--- config.mk ---
export PLATFORM = sky130hd
export DESIGN_NAME = ps2_key_tracker
export DESIGN_NICKNAME = d
export VERILOG_FILES = /design/src/rtl/ps2_key_tracker.sv
export SDC_FILE = /design/constraint.sdc
export NUM_CORES = 1
export LEC_CHECK = 0
export BUFFER_PORTS_ARGS = -buffer_cell sky130_fd_sc_hd__buf_2
export CAP_MARGIN = 20
export CORE_UTILIZATION = 58
export DETAILED_ROUTE_END_ITERATION = 8
export GPL_TIMING_DRIVEN = 0
export PLACE_DENSITY = 0.84
export SLEW_MARGIN = 20
export SYNTH_ARGS = -nofsm -noshare
export SYNTH_HDL_FRONTEND = slang
export SYNTH_SLANG_ARGS = --single-unit
--- constraint.sdc ---
create_clock -name clk -period 3.83 [get_ports clk]
set_clock_uncertainty 0.2 [all_clocks]
set_input_delay 0.5745 -clock clk [delete_from_list [all_inputs] [get_ports clk]]
set_output_delay 0.5745 -clock clk [all_outputs]
set_load 0.02 [all_outputs]
--- src/rtl/ps2_key_tracker.sv ---
// PS/2 set-2 scan-code tracker for six game keys: decodes F0/E0 prefixes into held levels and press/release pulses.
// Optional build macro PS2_ARROW_KEYS_EN aliases E0-prefixed arrow keys onto key indices 0..3.
module ps2_key_tracker #(
    parameter logic [7:0]  CODE_LEFT      = 8'h1C,
    parameter logic [7:0]  CODE_RIGHT     = 8'h23,
    parameter logic [7:0]  CODE_UP        = 8'h1D,
    parameter logic [7:0]  CODE_DOWN      = 8'h1B,
    parameter logic [7:0]  CODE_RESET     = 8'h2D,
    parameter logic [7:0]  CODE_ENTER     = 8'h29,
    parameter int unsigned PREFIX_TIMEOUT = 2_000_000
) (
    input  logic       clk,
    input  logic       reset,
    input  logic       rx_done_tick,
    input  logic [7:0] scan_code,
    output logic [5:0] key_held,
    output logic [5:0] key_press,
    output logic [5:0] key_release,
    output logic       any_held
);

    localparam int unsigned CW = (PREFIX_TIMEOUT > 32'd1) ? $clog2(PREFIX_TIMEOUT) : 1;
    localparam logic [CW-1:0] CNT_LAST = CW'(PREFIX_TIMEOUT - 32'd1);
    localparam logic [7:0] BYTE_BRK = 8'hF0;
    localparam logic [7:0] BYTE_EXT = 8'hE0;

    typedef enum logic [1:0] {
        ST_IDLE    = 2'd0,
        ST_BRK     = 2'd1,
        ST_EXT     = 2'd2,
        ST_EXT_BRK = 2'd3
    } state_t;

    state_t        state_q, state_d;
    logic [CW-1:0] cnt_q, cnt_d;
    logic          timeout_s;
    logic          is_make_s, is_brk_s, is_ext_s;
    logic [5:0]    held_main_q, held_main_d;
    logic [3:0]    held_ext_d;
    logic [5:0]    key_held_d;
    logic [5:0]    key_held_q, key_press_q, key_release_q;
    logic          any_held_q;

    function automatic logic [5:0] main_match(input logic [7:0] code);
        main_match = {(code == CODE_ENTER), (code == CODE_RESET), (code == CODE_DOWN),
                      (code == CODE_UP), (code == CODE_RIGHT), (code == CODE_LEFT)};
    endfunction

    assign timeout_s = (state_q != ST_IDLE) && (cnt_q == CNT_LAST);

    // FSM state register
    always_ff @(posedge clk) begin
        if (reset) begin
            state_q <= ST_IDLE;
        end else begin
            state_q <= state_d;
        end
    end

    // FSM next state; a byte arriving in the expiry cycle beats the timeout
    always_comb begin
        state_d = state_q;
        if (rx_done_tick) begin
            case (state_q)
                ST_IDLE, ST_BRK: begin
                    if (scan_code == BYTE_BRK)      state_d = ST_BRK;
                    else if (scan_code == BYTE_EXT) state_d = ST_EXT;
                    else                            state_d = ST_IDLE;
                end
                ST_EXT, ST_EXT_BRK: begin
                    if (scan_code == BYTE_BRK)      state_d = ST_EXT_BRK;
                    else if (scan_code == BYTE_EXT) state_d = ST_EXT;
                    else                            state_d = ST_IDLE;
                end
                default: state_d = ST_IDLE;
            endcase
        end else if (timeout_s) begin
            state_d = ST_IDLE;
        end else begin
            state_d = state_q;
        end
    end

    // FSM outputs: classify a non-prefix byte as make/break, main/extended
    always_comb begin
        is_make_s = 1'b0;
        is_brk_s  = 1'b0;
        is_ext_s  = 1'b0;
        if (rx_done_tick && (scan_code != BYTE_BRK) && (scan_code != BYTE_EXT)) begin
            case (state_q)
                ST_IDLE:    is_make_s = 1'b1;
                ST_BRK:     is_brk_s  = 1'b1;
                ST_EXT:     begin is_make_s = 1'b1; is_ext_s = 1'b1; end
                ST_EXT_BRK: begin is_brk_s  = 1'b1; is_ext_s = 1'b1; end
                default:    is_make_s = 1'b0;
            endcase
        end else begin
            is_make_s = 1'b0;
        end
    end

    // prefix timeout counter
    always_ff @(posedge clk) begin
        if (reset) begin
            cnt_q <= '0;
        end else begin
            cnt_q <= cnt_d;
        end
    end

    // counter runs only while a prefix is pending and no byte arrives
    always_comb begin
        if (rx_done_tick || (state_q == ST_IDLE) || timeout_s) begin
            cnt_d = '0;
        end else begin
            cnt_d = cnt_q + 1'b1;
        end
    end

    // main-key held state next value
    always_comb begin
        held_main_d = held_main_q;
        if (is_make_s && !is_ext_s) begin
            held_main_d = held_main_q | main_match(scan_code);
        end else if (is_brk_s && !is_ext_s) begin
            held_main_d = held_main_q & ~main_match(scan_code);
        end else begin
            held_main_d = held_main_q;
        end
    end

    // main-key held register
    always_ff @(posedge clk) begin
        if (reset) begin
            held_main_q <= '0;
        end else begin
            held_main_q <= held_main_d;
        end
    end

`ifdef PS2_ARROW_KEYS_EN
    logic [3:0] held_ext_q;

    function automatic logic [3:0] ext_match(input logic [7:0] code);
        ext_match = {(code == 8'h72), (code == 8'h75), (code == 8'h74), (code == 8'h6B)};
    endfunction

    // arrow-key held state next value
    always_comb begin
        held_ext_d = held_ext_q;
        if (is_make_s && is_ext_s) begin
            held_ext_d = held_ext_q | ext_match(scan_code);
        end else if (is_brk_s && is_ext_s) begin
            held_ext_d = held_ext_q & ~ext_match(scan_code);
        end else begin
            held_ext_d = held_ext_q;
        end
    end

    // arrow-key held register
    always_ff @(posedge clk) begin
        if (reset) begin
            held_ext_q <= '0;
        end else begin
            held_ext_q <= held_ext_d;
        end
    end
`else
    assign held_ext_d = 4'b0000;
`endif

    assign key_held_d = held_main_d | {2'b00, held_ext_d};

    // registered outputs; pulses compare new level against the previous one
    always_ff @(posedge clk) begin
        if (reset) begin
            key_held_q    <= '0;
            key_press_q   <= '0;
            key_release_q <= '0;
            any_held_q    <= 1'b0;
        end else begin
            key_held_q    <= key_held_d;
            key_press_q   <= key_held_d & ~key_held_q;
            key_release_q <= ~key_held_d & key_held_q;
            any_held_q    <= |key_held_d;
        end
    end

    assign key_held    = key_held_q;
    assign key_press   = key_press_q;
    assign key_release = key_release_q;
    assign any_held    = any_held_q;

endmodule

Word-level counts from Yosys, hierarchy flattened
Index checks and enable logic that the tools add are counted.
{"block": "word_totals", "latchBits": 0, "mem_bits_ro": 0, "word_cells": 59, "ramBits": 0, "memories": 0, "ff_bits": 42, "out_inout_bits": 19}
{"block": "classes", "eq_ne": 14, "bitwise_logic": 7, "mux": 14, "n_shift": 0, "mul": 0, "add_sub_neg": 1, "order_cmp": 0, "div": 0, "n_reduce_logical": 17}
{"op": "equality test 8 x 5 -> 1 bit, second input constant", "count": 3}
{"op": "equality test 8 x 6 -> 1 bit, second input constant", "count": 3}
{"op": "adder 21 x 1 -> 21 bit, second input constant", "count": 1}
{"op": "equality test 21 bit, second input constant", "count": 1}
{"op": "AND 6 bit", "count": 3}
{"op": "inverter 6 bit", "count": 3}
{"op": "equality test 8 bit, second input constant", "count": 2}
{"op": "inequality test 8 bit, second input constant", "count": 2}
{"op": "two-way mux 6 bit", "count": 2}
{"op": "two-way mux 2 bit", "count": 5}
{"op": "OR reduction 2 bit", "count": 5}
{"op": "two-way mux 1 bit", "count": 6}
{"op": "bitwise OR 6 bit", "count": 1}
{"op": "OR reduction 6 bit", "count": 1}
{"op": "logical AND 1 bit", "count": 5}
{"op": "equality test 2 bit, second input constant", "count": 2}
{"op": "case mux 2 bit (2 select lines)", "count": 1}
{"op": "nonzero test 2 bit", "count": 2}
{"op": "equality test 2 x 1 -> 1 bit, second input constant", "count": 1}
{"op": "logical NOT 2 bit", "count": 1}
{"op": "logical OR 1 bit", "count": 2}
{"op": "logical NOT 1 bit", "count": 1}

Depth between registers and ports, before layout
{"block": "depth", "word_depth": 10, "mapped_depth": 7, "mapped_depth_nobuf": 6}

Worst setup path before layout
OpenSTA, ideal clock, no wires.
{"block": "synth_path", "path_kind": "input -> register", "start": "input scan_code[2]", "end": "register any_held_q (netlist: any_held)", "arrival_time_ps": 2102, "stages": 7, "n_path_buf": 1, "setup_slack_ps": 1396, "setup_ps": 132, "cell_sequence": "or4b_4 -> or3_4 -> nand3_2 -> buf_6 -> o21ai_2 -> nor4_1 -> a21oi_1"}
{"block": "synth_between", "elab_chain_cells": 9, "word_cells_on_any_way": 22, "classes_between": "eq/ne (8); mux (5); bitwise (3); reduce/logical (6)"}
{"item": "from (decl)", "line_no": "15", "source": "input logic [7:0] scan_code,"}
{"item": "inequality test 8 bit", "line_no": "89", "source": "if (rx_done_tick && (scan_code != BYTE_BRK) && (scan_code != BYTE_EXT)) begin"}
{"item": "logical AND 1 bit (2 in a row)", "line_no": "89"}
{"item": "two-way mux 1 bit", "line_no": "89"}
{"item": "logical NOT 1 bit", "line_no": "123, 125"}
{"item": "logical AND 1 bit", "line_no": "125", "source": "end else if (is_brk_s && !is_ext_s) begin"}
{"item": "two-way mux 6 bit", "line_no": "125"}
{"item": "two-way mux 6 bit (*)", "line_no": "123", "source": "if (is_make_s && !is_ext_s) begin"}
{"item": "OR reduction 6 bit (*)", "line_no": "185", "source": "any_held_q <= |key_held_d;"}
{"item": "to (signal assigned)", "line_no": "185"}
{"item": "to (decl)", "line_no": "42", "source": "logic any_held_q;"}
Every way passes the cells marked *; elsewhere a longest branch is shown, timed or not.
A chain may end at the register's enable or synchronous reset.

Final worst setup path
Ends and elaborated chain as after synthesis.

==> results.py <==
metrics = {
    "routing": {
        "wire_per_inst_um": 13.5,
        "vias": 1444,
        "viasPerCell": 5.62,
        "drt_iter0_markers": 74,
        "routed_wl_mm": 3.47,
        "antenna_left": 0,
        "drc": 0,
        "dr.pass1.iters": 4,
    },
    "global_route": {
        "grt_max_degree": 14,
        "first_global_vias": 1376,
        "grt_usage_pct": 23.6,
        "grt_pass1_wl_mm": 5.82,
        "antenna_found_initial": 0,
        "grt_overflow": 0,
    },
    "job": {
        "maxCapViolCount": 0,
    },
    "timing": {
        "hold_violations": 0,
        "rsz0062_at_grt": "no",
        "period_share_pct": 63.9,
        "setup_tns_ns": 0,
        "worstMarginPinSlew_ns": 0.769,
        "drv_slew": 0,
        "setup_viol": 0,
        "fin_crit_ns": 2.45,
        "max_freq_ghz": 0.409,
        "timing.final.ws_setup_ns": 1.38,
        "relSlewSlack_pct": 48.3,
    },
    "run_status": {
        "status": "completed",
    },
    "cts": {
        "path_clk_slew_ns": 0.13,
        "numCtsBuffers": 5,
        "clk_latency_ns": 0.36,
        "cts_buffer_depth": 2,
        "holdBufCountCts": 0,
        "cts_tree": "built",
        "ctsResizeCount": 0,
        "cts-root-buf": "clkbuf_4",
        "clock-sinks": 42,
        "postCtsSetupRepairBufs": 0,
        "h-tree-depth": 2,
    },
    "layout": {
        "fin_nets": 237,
        "layout-drive-gt1-share_pct": 19.0,
        "synthToLayoutAreaGrowth_pct": 17.2,
        "fillerInstances": 211,
        "diodes": 0,
    },
    "synth": {
        "syn-instance-count": 189,
        "yosysSeqAreaShare_pct": 48.9,
        "synth_top_flop_cell": "dfxtp_1",
        "synth_edf_count": 0,
        "syn_nets": 201,
        "async_flop_share_pct": 0,
        "postSynthAreaPerCell_um2": 9.10,
        "ys_warn_count": 0,
        "synth-seq-cells": 42,
        "synth_cell_type_count": 35,
        "synth_area_mm2": 0.00172,
    },
    "critical_path": {
        "crit_path_end_kind": "flip-flop",
        "critPathKind": "primary input to flip-flop",
        "cp_max_fo": 10,
        "crit_required_ns": 3.87,
        "critPathLaunchType": "primary input",
        "crit_arrival_ns": 2.49,
    },
    "placement": {
        "post-place-ws_ns": 1.02,
        "detailed_place_hpwl_mm": 2.53,
        "gp_congestion": 0.791,
        "io_buffer_count": 29,
    },
    "power_and_ir_drop": {
        "p_comb_share_pct": 3.1,
        "switching_power_uw": 159,
        "power_density_mw_per_mm2": 410,
        "seq_power_share_pct": 52.9,
        "clkPwrFrac_pct": 44.0,
        "ir_drop_uv": 511,
        "p_leak_nw": 0.751,
        "p_int_uw": 668,
        "p_sw_share_pct": 19.2,
    },
    "floorplan": {
        "start_util_pct": 61.9,
        "dieHeight_um": 56.5,
        "rows": 19,
        "die_w_um": 56.5,
        "die_area_mm2": 0.00319,
        "core_area_mm2": 0.00278,
        "ios": 30,
    },
    "hold_path": {
        "hold_path_class": "flip-flop to flip-flop",
    },
}
-- synth_stat cells, types with 2 or more instances --
library cell	count	area, um2
xor2_1	12	105
xnor2_1	7	61.3
nor3_1	4	20.0
o21a_1	2	15.0
nor2b_1	6	37.5
a31oi_1	2	12.5
a21oi_1	2	10.0
and3_1	2	12.5
nor4_1	9	56.3
nand3_1	13	65.1
o21ai_0	9	45.0
nand3b_1	2	15.0
nor4b_1	3	26.3
nor2_1	33	124
nor3b_1	5	37.5
clkbuf_1	4	15.0
dfxtp_1	42	841
nand2_1	10	37.5
nand4_1	6	37.5
-- power groups by stage --
stage / registers (mW) / clock network (mW) / logic, mW
after global placement: 0.447 / 0 / 0.0242
final: 0.437 / 0.363 / 0.0257
after global routing: 0.438 / 0.383 / 0.0279
after floorplan: 0.448 / 0 / 0.0119
after CTS: 0.437 / 0.368 / 0.0253
after detailed placement: 0.447 / 0 / 0.0249
-- critical path, cell delays in order --
cell	delay, ns
buf_2	0.12
or4b_4	0.54
or3_4	0.41
nand3_2	0.10
buf_6	0.14
o21ai_2	0.07
nor4_1	0.40
a21oi_1	0.12
-- cells in the final DEF (no fill, tap or decap), drive strengths merged, types with 3 or more instances in the layout --
master  instances
buf            30
clkbuf         10
dfxtp          42
nand2          10
nand3          14
nand4           6
nor2           33
nor2b           6
nor3            4
nor3b           5
nor4            9
nor4b           3
o21ai          11
xnor2           7
xor2           12
-- metrics by stage --
step	cell area (um2)	utilization (%)	cells	power (mW)	hold WS [ns]
4_1_cts	2020	72.5	257	0.830	0.256
3_5_place_dp	1900	68.5	249	0.472	0.239
3_3_place_gp	1900	68.5	249	0.471	0.228
6_report	2020	72.5	257	0.826	0.262
5_1_grt	2020	72.5	257	0.849	0.286
2_1_floorplan	1720	-	189	0.460	0.218
-- registers in the layout, summed over array words and instances, names as in the netlist --
| name | flops |
|---|---|
| key_held | 6 |
| key_press | 6 |
| any_held | 1 |
| cnt_q | 21 |
| key_release | 6 |
| state_q | 2 |
-- final timing paths --
check / from / to / slack (ns) / cells after the start
hold reg to reg: cnt_q[0] / cnt_q[0] / 0.26 / 1
hold / removal: cnt_q[0] / cnt_q[0] / 0.26 / 1
setup reg to reg: cnt_q[3] / cnt_q[19] / 1.62 / 5
setup / recovery: scan_code[2] / any_held / 1.38 / 8
-- cell type report --
type                       instances  area, um2  area share [%]
multi-input combinational        141        850            42.1
sequential                        42        841            41.7
timing repair buffer              29        145            7.20
clock inverter                     2       60.1            2.98
clock buffer                       6       51.3            2.55
tap                               31       38.8            1.92
buffer                             5       26.3            1.30
inverter                           1       3.75           0.186
-- logic make-up (layout without fill, tap and decap cells) --
kind of cell,Yosys count,count (layout),share of synthesized area [%]
xor+xnor,19,19,9.67
simple gates,101,101,31.6
buf+inv,6,43,1.74
fa+ha+maj,1,1,0.727
flops,42,42,48.9
compound gates,20,20,7.42
-- metal layers --
layer	vias to the layer above	global-route usage, %	share of wire (%)
li1	744	-	-
met1	658	29.6	47
met2	35	38.3	47
met3	7	6.91	4.8
met4	0	9.06	1.6
met5	-	0	0
(Power assumes the default switching activity.)
